## config.mk

```make
export PLATFORM = sky130hd
export DESIGN_NAME = oled_fb_reader
export DESIGN_NICKNAME = d
export VERILOG_FILES = /design/src/rtl/ov7670_pkg.sv /design/src/rtl/rgb_pack.sv /design/src/rtl/oled_fb_reader.sv
export SDC_FILE = /design/constraint.sdc
export NUM_CORES = 1
export LEC_CHECK = 0
export CAP_MARGIN = 10
export CORE_MARGIN = 2
export CORE_UTILIZATION = 41
export DETAILED_ROUTE_END_ITERATION = 10
export PLACE_DENSITY = 0.79
export SYNTH_ARGS = -nofsm -noshare
export SYNTH_HDL_FRONTEND = slang
export SYNTH_SLANG_ARGS = --single-unit
```

## constraint.sdc

```tcl
create_clock -name clk -period 2.59 [get_ports clk]
set_clock_uncertainty 0.1 [all_clocks]
set_input_delay 0.518 -clock clk [delete_from_list [all_inputs] [get_ports clk]]
set_output_delay 0.518 -clock clk [all_outputs]
set_load 0.01 [all_outputs]
```

## src/rtl/ov7670_pkg.sv

```systemverilog
// Constants shared by the camera capture, VGA and OLED read stages: frame
// geometry, frame-buffer word layout, RGB565 layout and tear-free FSM states.
package ov7670_pkg;

    localparam int FB_COLS   = 80;
    localparam int FB_ROWS   = 60;
    localparam int FB_PIXELS = FB_COLS * FB_ROWS;
    localparam int FB_ADDR_W = 13;

    // Frame-buffer word is {r5, g5, b6}
    localparam int FB_R_W = 5;
    localparam int FB_G_W = 5;
    localparam int FB_B_W = 6;

    localparam int RGB_R_LSB = 11;
    localparam int RGB_G_LSB = 5;
    localparam int RGB_B_LSB = 0;

    typedef enum logic [1:0] {
        ST_IDLE     = 2'd0,
        ST_WAIT_CAP = 2'd1,
        ST_SCAN     = 2'd2
    } freeze_state_e;

    // row*80 + col without a multiplier: (row<<6) + (row<<4) + col
    function automatic logic [FB_ADDR_W-1:0] pix_addr_80(input logic [6:0] row,
                                                         input logic [6:0] col);
        logic [FB_ADDR_W-1:0] r;
        r = {6'b0, row};
        return (r << 6) + (r << 4) + {6'b0, col};
    endfunction

endpackage

```

## src/rtl/rgb_pack.sv

```systemverilog
// Registered conversion of a {r5,g5,b6} frame-buffer word to RGB565, with
// optional red/blue swap and a fixed border colour for off-image pixels.
module rgb_pack
    import ov7670_pkg::*;
#(
    parameter bit          SWAP_RB = 1'b1,
    parameter logic [15:0] BORDER  = 16'hFFFF
) (
    input  logic        clk,
    input  logic        rst_n,
    input  logic [15:0] data,
    input  logic        in_win,
    output logic [15:0] color
);

    logic [FB_R_W-1:0] r5;
    logic [FB_G_W-1:0] g5;
    logic [4:0]        b5;
    logic [5:0]        g6;
    logic [15:0]       color_next;
    logic              unused_b_lsb;

    assign r5 = data[15:11];
    assign g5 = data[10:6];
    // The blue LSB is dropped to fit RGB565; green is widened by repeating its MSB
    assign b5 = data[5:1];
    assign g6 = {g5, g5[FB_G_W-1]};
    assign unused_b_lsb = data[0];

    always_comb begin
        color_next = BORDER;
        if (in_win) begin
            color_next[RGB_R_LSB +: 5] = SWAP_RB ? b5 : r5;
            color_next[RGB_G_LSB +: 6] = g6;
            color_next[RGB_B_LSB +: 5] = SWAP_RB ? r5 : b5;
        end
    end

    always_ff @(posedge clk) begin
        if (!rst_n) begin
            color <= 16'h0000;
        end else begin
            color <= color_next;
        end
    end

endmodule

```

## src/rtl/oled_fb_reader.sv

```systemverilog
// OLED-side frame-buffer reader: follows the driver's x/y, fetches image pixels,
// converts them to RGB565, and optionally holds capture during an OLED scan.
module oled_fb_reader
    import ov7670_pkg::*;
#(
    parameter int unsigned IMG_COLS  = 80,
    parameter int unsigned IMG_ROWS  = 60,
    parameter int unsigned NB_ADDR   = 13,
    parameter int unsigned OLED_COLS = 96,
    parameter int unsigned OLED_ROWS = 64,
    parameter bit          SWAP_RB   = 1'b1,
    parameter logic [15:0] BORDER    = 16'hFFFF
) (
    input  logic               clk,
    input  logic               rst_n,
    input  logic               next_pixel,
    input  logic [6:0]         x,
    input  logic [6:0]         y,
    output logic [NB_ADDR-1:0] fb_addr,
    input  logic [15:0]        fb_data,
    output logic [15:0]        color,
    input  logic               freeze_en,
    input  logic               cap_frame_done,
    output logic               hold_capture,
    output logic               frame_active,
    output freeze_state_e      state
);

    localparam logic [6:0] COLS7  = 7'(IMG_COLS);
    localparam logic [6:0] ROWS7  = 7'(IMG_ROWS);
    localparam logic [6:0] LAST_X = 7'(OLED_COLS - 1);
    localparam logic [6:0] LAST_Y = 7'(OLED_ROWS - 1);

    logic [NB_ADDR-1:0] addr_next;
    logic               in_win_next;
    logic               in_win_s1;
    logic               in_win_s2;
    logic               end_of_frame;

    if (IMG_COLS == 80) begin : g_shift_add
        assign addr_next = NB_ADDR'(pix_addr_80(y, x));
    end else begin : g_mult
        assign addr_next = NB_ADDR'(32'(y) * IMG_COLS + 32'(x));
    end

    assign in_win_next  = (x < COLS7) && (y < ROWS7);
    assign end_of_frame = next_pixel && (x == LAST_X) && (y == LAST_Y);

    // Free-running pipeline: address/window flag, external fb read, colour.
    // in_win is delayed twice so it lines up with fb_data one cycle after fb_addr.
    always_ff @(posedge clk) begin
        if (!rst_n) begin
            fb_addr   <= '0;
            in_win_s1 <= 1'b0;
            in_win_s2 <= 1'b0;
        end else begin
            if (in_win_next) begin
                fb_addr <= addr_next;
            end
            in_win_s1 <= in_win_next;
            in_win_s2 <= in_win_s1;
        end
    end

    rgb_pack #(
        .SWAP_RB (SWAP_RB),
        .BORDER  (BORDER)
    ) u_rgb_pack (
        .clk    (clk),
        .rst_n  (rst_n),
        .data   (fb_data),
        .in_win (in_win_s2),
        .color  (color)
    );

    // Tear-free control: capture may run only between OLED frames; once a full
    // camera frame lands, capture is held for exactly one OLED scan.
    always_ff @(posedge clk) begin
        if (!rst_n || !freeze_en) begin
            state        <= ST_IDLE;
            hold_capture <= 1'b0;
            frame_active <= 1'b0;
        end else begin
            case (state)
                ST_IDLE: begin
                    if (end_of_frame) begin
                        state <= ST_WAIT_CAP;
                    end
                end
                ST_WAIT_CAP: begin
                    if (cap_frame_done) begin
                        state        <= ST_SCAN;
                        hold_capture <= 1'b1;
                        frame_active <= 1'b1;
                    end
                end
                ST_SCAN: begin
                    if (end_of_frame) begin
                        state        <= ST_WAIT_CAP;
                        hold_capture <= 1'b0;
                        frame_active <= 1'b0;
                    end
                end
                default: begin
                    state        <= ST_IDLE;
                    hold_capture <= 1'b0;
                    frame_active <= 1'b0;
                end
            endcase
        end
    end

endmodule
```

==> results of run 1 <==
worst min path at each step:
stage,startpoint,to,slack (ps),cells after the start
6_report,in_win_s1$_SDFF_PN0_,in_win_s2$_SDFF_PN0_,340,1
5_1_grt,fb_addr[1]$_SDFFE_PN0P_,fb_addr[1]$_SDFFE_PN0P_,370,2
4_1_cts,in_win_s1$_SDFF_PN0_,in_win_s2$_SDFF_PN0_,340,1
3_5_place_dp,in_win_s1$_SDFF_PN0_,in_win_s2$_SDFF_PN0_,320,1
3_3_place_gp,in_win_s1$_SDFF_PN0_,in_win_s2$_SDFF_PN0_,320,1
2_1_floorplan,in_win_s1$_SDFF_PN0_,in_win_s2$_SDFF_PN0_,310,1
power groups by stage:
| stage | Sequential [mW] | Clock, mW | Combinational [mW] |
|---|---|---|---|
| after floorplan | 0.578 | 0 | 0.125 |
| after global placement | 0.564 | 0 | 0.293 |
| after detailed placement | 0.564 | 0 | 0.297 |
| after CTS | 0.553 | 0.376 | 0.301 |
| after global routing | 0.556 | 0.404 | 0.332 |
| final | 0.553 | 0.368 | 0.303 |
stage by stage:
stage / area, sq um / total power [mW] / TNS, ps / utilization, %
global placement: 2290 / 0.857 / -1230 / 63.4
global route: 2380 / 1.29 / 0 / 66.1
detailed placement: 2290 / 0.862 / -1300 / 63.4
floorplan: 1510 / 0.703 / 0 / -
finish: 2380 / 1.22 / 0 / 66.1
CTS: 2370 / 1.23 / 0 / 65.8
flip-flops by register name, summed over array words and instances (netlist names):
name,cells
state,2
frame_active,1
in_win_s2,1
u_rgb_pack.color,15
fb_addr,13
in_win_s1,1
repair_timing:
item | CTS | global route
hold buffers | 0 | 0
cloned | 0 | 0
setup endpoints to repair | 1 | 4
pin swaps | 1 | 2
resized for setup | 1 | 4
cells in the mapped netlist (all sizes together), types with 2 or more instances:
cell type	count	share of area, %
clkbuf	3	0.74
o2111ai	2	1.2
o211ai	4	2.0
a21o	2	0.99
o21ai	3	0.99
ha	13	11
fa	2	2.6
nand2	17	4.2
or3	2	1.2
a21oi	30	9.9
nand2b	2	0.99
a211oi	2	0.99
buf	5	2.2
o311ai	2	1.2
nand3	6	2.0
nor2	6	1.5
inv	16	4.0
dfxtp	33	44
o21a	2	0.99
a211o	3	1.7
metal layers:
layer / GRT usage (%) / up-vias
li1: - / 740
met4: 7.45 / 0
met2: 34.0 / 35
met5: 0 / -
met3: 5.03 / 5
met1: 20.4 / 648
placed cells by master, fill, tap and decap left out, types with 2 or more instances in the layout:
cell and n:
buf_4 13, clkbuf_8 5, a21o_1 2, nand3_1 6
clkinv_2 2, dlymetal6s2s_1 2, o211ai_1 4, o311ai_0 2
a21oi_1 30, o2111ai_1 2, inv_1 16, o21a_1 2
nor2_1 6, dfxtp_1 33, a211o_1 3, o21ai_0 2
nand2_1 17, ha_1 12, clkdlybuf4s50_1 64
worst max-delay path, cell delays in order:
cell and delay (ps):
clkdlybuf4s50_1 460, fa_1 540, fa_2 370, a211o_1 290, o211ai_1 130, a2111o_1 180
o211ai_1 70
final cells by class:
cell class / instances / area (sq um) / area share, %
timing repair buffer: 79 / 763 / 32.0
multi-input combinational: 109 / 754 / 31.6
sequential: 33 / 661 / 27.7
clock buffer: 6 / 72.6 / 3.04
inverter: 17 / 63.8 / 2.68
tap: 48 / 60.1 / 2.52
clock inverter: 2 / 10.0 / 0.420
cells by family (layout without fill, tap and decap cells):
logic type      Yosys count  after routing  synth area share [%]
fa+ha+maj                15             15                  13.4
xor+xnor                  1              1                 0.579
flops                    33             33                  43.7
compound gates           52             52                  21.1
simple gates             41             41                  14.1
buf+inv                  25            104                  7.11
==> results list, run 1 <==
- The first global-routing pass estimated 6070 microns of wire.
* Routability congestion estimate: 0.757
* Class of the tightest hold or removal check: reg -> reg
- Dividing the detail-routed via count by the number of cells gives 4.86.
- The worst setup path is launched from an input pin.
* DR WL met2: 1840 microns
- In the detailed route, the total length drawn on met3 is 158 microns.
- Initial standard-cell utilization of the core: 42.0%
* Area inside the core boundary: 0.00361 sq mm
* Ratio of cells with drive above 1 in the final layout: 11.4%
- Place WS: -348 ps
- After detailed routing, no signal wire sits above met4.
* Largest net degree at the start of global routing: 17
- The root buffer cell chosen for the clock tree is clkbuf_8.
- Per report_power, the sequential group accounts for 45.2% of the total.
* Clock power frac: a little under a third
* FILL cells: 297
- Synthesis instantiated 36 different standard cells from the library.
- For the worst-skew pair, the clock arrives at the later sink with an insertion delay of 280 ps.
- Number of max-capacitance violations reported: 0
- For this block, wires on met1 add up to between 1500 and 2000 microns.
- Internal power comes to 897 uW.
- The initial antenna violation count was 0.
- The via count of the first global-routing pass came to 1,420.
* Result of the run: finished clean
- At the pin with the least slew margin, the transition time is about 520 ps.
* Full die area: approximately 0.0042 sq mm
- Placed wire-length estimate: about 2800 microns
- The floorplan has 22 rows.
- Iteration-0 DRC Markers: 45
* Reg2Reg Launch Point: state[0]$_SDFFE_PP0P_
* Power density relative to cell area: roughly 500 mW/mm^2
- Static Leakage: 1.01 nW
* Post-CTS Setup Repair Bufs: 0
- Syn. warnings: 0
* Fraction of the yosys area taken by sequential cells: between 40% and 50%
* Crit path arrival time: 2570 ps
- Setup violations remaining at the end of the flow were counted as 0.
* Total nets after synthesis: about 220
- The H-tree generated during clock tree synthesis spans 2 levels.
- Including well taps, the total number of placed cells is 286.
* Part of the cycle the worst path needs: 96.5%
- Count of buffers from port buffering: 66
- Worst-case setup margin in the final layout: slightly above 90 ps
* Remaining antenna violation count: 0
- Per report_power, the combinational group accounts for 24.7% of the total.
* Crit path kind: in -> reg
* Number of enable-type register cells in the synthesized netlist: 0
- TritonCTS created 5 clock buffers.
- Most frequently used flop master after synthesis: dfxtp_1
* Upper clock frequency limit: 400 MHz
- Setup repair after global routing left no endpoint under its margin.
- 0 antenna diodes ended up in the layout.
* Layout net count: 295
* Routed via count: 1,428
* Max Transition Viols Final: 0
- Layout Area Growth over Synthesis: 57.7%
- After clock tree synthesis, the clock-pin slew on the worst setup and hold paths is 70 ps.
* Vertical extent of the die: 64.7 microns
- Switch share: 26.7%
- The worst setup path is captured at a register.
* Worst Hold Slack: 335 ps
- The most critical setup path has its endpoint at fb_addr[11]$_SDFFE_PN0P_.
- STA puts the critical path data required time at 2660 ps.
* Net switching power figure: between 300 and 400 uW
* Die span in x: 64.7 microns
* Hold violation total from the final report: 0
- In this run the worst setup path begins at y[2].
- VDD sags by at most 318 uV.
- Count of unresolved DRC violations after routing: 0
* Average footprint of a synthesized cell: slightly above 9 sq um
- Final period demand of the worst path: 2500 ps
* Capture instance of the worst register-to-register path: state[0]$_SDFFE_PP0P_
* Post-synthesis cell area: 0.00151 sq mm
- After technology mapping, the gate count stands at 167.
- Along the worst path, the maximum fanout reaches 3.
- Summed over all layers, the routed wires come to 3660 microns.
* Flops & latches, synth: 33
- For this design, the sink count on the clock tree is 33.
- In the synthesized netlist the async set-or-reset flop fraction comes to 0%.
- After the flow finishes, the layout carries non-filler instances totaling 294.
- After global routing the overflow that remains totals 0.
* Number of detailed-route iterations in the first pass: 4
- Maximum buffer depth of the clock tree: 2
* TritonCTS clock tree: built
* Routed wire length per instance: 12.4 microns
- Slew headroom: around two thirds
- R2R Setup Slk: ~1400 ps
- Global routing used 18.7% of the available tracks across all layers.
- Number of top-level pins: 68
* Reg2Reg Depth: 2
Power figures use the tool's default switching activity.
==> run 2: changes to the inputs <==
--- a/config.mk
+++ b/config.mk
@@ -5,11 +5,13 @@
 export SDC_FILE = /design/constraint.sdc
 export NUM_CORES = 1
 export LEC_CHECK = 0
+export ABC_CLOCK_PERIOD_IN_PS = 2590
 export CAP_MARGIN = 10
 export CORE_MARGIN = 2
-export CORE_UTILIZATION = 41
+export CORE_UTILIZATION = 43
+export CTS_BUF_LIST = sky130_fd_sc_hd__clkbuf_8
 export DETAILED_ROUTE_END_ITERATION = 10
-export PLACE_DENSITY = 0.79
+export PLACE_DENSITY = 0.82
 export SYNTH_ARGS = -nofsm -noshare
 export SYNTH_HDL_FRONTEND = slang
 export SYNTH_SLANG_ARGS = --single-unit
==> results list, run 2 (synthesis gave the netlist of run 1 again) <==
- The run finished with clean final reports.
- Met3 wire len: roughly 240 microns
- The highest metal layer carrying signal wires in the routed design is met4.
- Summed over all failing endpoints, the final setup total negative slack is 0 ps.
- The initial antenna violation count came to 0.
- Leaving out fill and tap cells, the most frequent cell in the layout is clkdlybuf4s50_1.
* Clock latency on the worst-skew pair: 280 ps
* Critical Path End Type: register
- Total power: 1.35 mW
- Post-CTS Setup Repair Bufs: 0
- Across the whole layout, storage elements account for 661 sq um.
- Upper clock frequency limit: roughly 400 MHz
- Critical Path RT: 2650 ps
- Dividing total power by cell area gives a power density of 559 mW/mm^2.
- STA classifies the critical path startpoint as an input pin.
* Placed wire-length estimate: 2920 microns
- Once the floorplan was initialized, standard cells occupied 45.0% of the core.
* Biggest regs: u_rgb_pack.color x15, fb_addr x13, state x2
- Fill cells in the final layout number approximately 280.
- Row Count: 21
- R2R Setup Slk: 1410 ps
- Top register by number of flip-flops: u_rgb_pack.color
- Global routing finished with a remaining overflow of 0.
- The clock network is responsible for 36.3% of the overall power.
* Clock transition at path regs: 70 ps
- Total GRT Usage: 21.0%
- Sum of routed wire segments on met1: 1610 microns
- Summed over all nets, wire length on met2 after detailed routing comes to 1970 microns.
- Total clock sinks: 33
- The count of nets left with antenna violations once routing finished came out at 0.
- Compared with the post-synthesis result, the final layout area differs by 59.4%.
- The congestion estimate from routability-driven global placement came to 0.773.
- At the end of the flow, the number of nets in the layout was slightly below 300.
* Sequential cell fraction of total power: 41.0%
- Static Leakage: a little over 1 nW
- Post-layout utilization of the core: 71.7%
* Number of top-level pins: 68
- The worst hold path passes through 2 cells.
- Crit path arrival time: ~2600 ps
- The multi-input combinational cells in the finished layout cover a total of 767 sq um.
* Buffer cell driving the clock tree root: clkbuf_8
* Area inside the core boundary: 0.00336 sq mm
* Highest-count cells in the layout ignoring fill and taps: 65 x clkdlybuf4s50_1, 33 x dfxtp_1, 30 x a21oi_1, 17 x nand2_1, 17 x inv_1
* Slew at the pin closest to its max-slew limit: about 500 ps
* Reg2Reg Depth: 2
- For this run, design rule violations remaining after detail routing come to 0.
- In the finished design, the share of the clock period the worst path needs comes to 96.4%.
- Logic pwr share: 22.7%
* Iteration-0 DRC Markers: 85
* RSZ-0062 raised after global routing: no
- Routed wire length per instance: 13.3 microns
- Number of detailed-route iterations in the first pass: 4
- Antenna cells: 0
- Setup violations remaining at the end of the flow were counted as 0.
- Slew headroom: 66.8%
- Ratio of cells with drive above 1 in the final layout: 11.1%
- Maximum buffer depth of the clock tree: 2
- Vertical extent of the die: 63.3 microns
- Class of the tightest hold or removal check: reg -> reg
- Entering global routing, the biggest net connects 17 pins.
* Via-per-instance ratio: 4.98
- The internal portion of the total power is 1.02 mW.
* Critical path peak fanout: 3
- Die span in x: 63.3 microns
- The critical path is of the in -> reg type.
- DRT Wirelength: 3870 microns
- Hold violation total from the final report: 0
- Final period demand of the worst path: 2500 ps
- For this design the total switching power over the nets is 327 uW.
- Max-cap violations in this run came to 0.
- The H-tree generated during clock tree synthesis spans 2 levels.
* Full die area: between 0.004 and 0.005 sq mm
- Via count of the first global-routing pass: 1,423
* Max reg flops: 15
* TritonCTS clock tree: built
- Peak VDD IR: 309 uV
* Max Transition Viols Final: 0
- Switch share: 24.2%
- Count of buffers from port buffering: between 60 and 70
- Routed via count: 1,445
- The number of clock buffers added by TritonCTS is 5.
* Global-route wire length before repair: 6500 microns
## run 2: cell count changes in the layout (fill, tap and decap cells not counted), sizes merged
cell           previous run  this run
buf                      13        11
inv                      16        17
clkdlybuf4s50            64        65
dlymetal6s2s              2         1
clkinv                    3         1
bufinv                    0         1
## run 2: worst paths after layout
| kind | startpoint | to |
|---|---|---|
| setup / recovery | y[1] | fb_addr[11]$_SDFFE_PN0P_ |
| hold / removal | fb_addr[8]$_SDFFE_PN0P_ | fb_addr[8]$_SDFFE_PN0P_ |
| setup reg to reg | state[0]$_SDFFE_PP0P_ | state[0]$_SDFFE_PP0P_ |
| hold reg to reg | fb_addr[8]$_SDFFE_PN0P_ | fb_addr[8]$_SDFFE_PN0P_ |
## run 2: timing repair
item,in CTS,in global routing
pin swaps,1,4
hold buffers,0,0
gates resized for setup,1,4
setup endpoints to repair,1,4
endpoints found under the hold margin,0,0
## run 2: critical path, cell delays in order
cell and delay [ps]:
clkdlybuf4s50_1 530, ha_4 220, ha_2 200, fa_2 400, a211o_1 300, o211ai_1 130, a2111o_1 180, o211ai_1 70
## run 2: per-layer routing
layer | vias to the layer above | global-route usage, %
met5 | - | 0
met4 | 0 | 9.78
met3 | 6 | 5.18
met2 | 51 | 36.7
met1 | 651 | 24.1
li1 | 737 | -
## run 2: power by group through the flow
| stage | Sequential (mW) | Combinational, mW | Clock [mW] |
|---|---|---|---|
| after detailed placement | 0.564 | 0.296 | 0 |
| after CTS | 0.553 | 0.300 | 0.497 |
| after global placement | 0.564 | 0.290 | 0 |
| after global routing | 0.557 | 0.332 | 0.528 |
| after floorplan | 0.578 | 0.125 | 0 |
| final | 0.554 | 0.306 | 0.490 |
## run 2: area by class of cell
class / instances / share of cell area (%)
inverter: 17 / 2.65
sequential: 33 / 27.4
clock inverter: 2 / 1.40
tap: 46 / 2.39
timing repair buffer: 77 / 30.9
multi-input combinational: 109 / 31.8
clock buffer: 6 / 3.43
## run 2: through the flow
stage | cells | worst slack [ps] | hold WS, ps | cell area (sq um)
global route | 290 | 24.7 | 373 | 2410
finish | 290 | 92.8 | 350 | 2410
detailed placement | 282 | -338 | 333 | 2270
floorplan | 167 | 208 | 312 | 1510
global placement | 282 | -306 | 316 | 2270
CTS | 290 | 1.18 | 354 | 2390
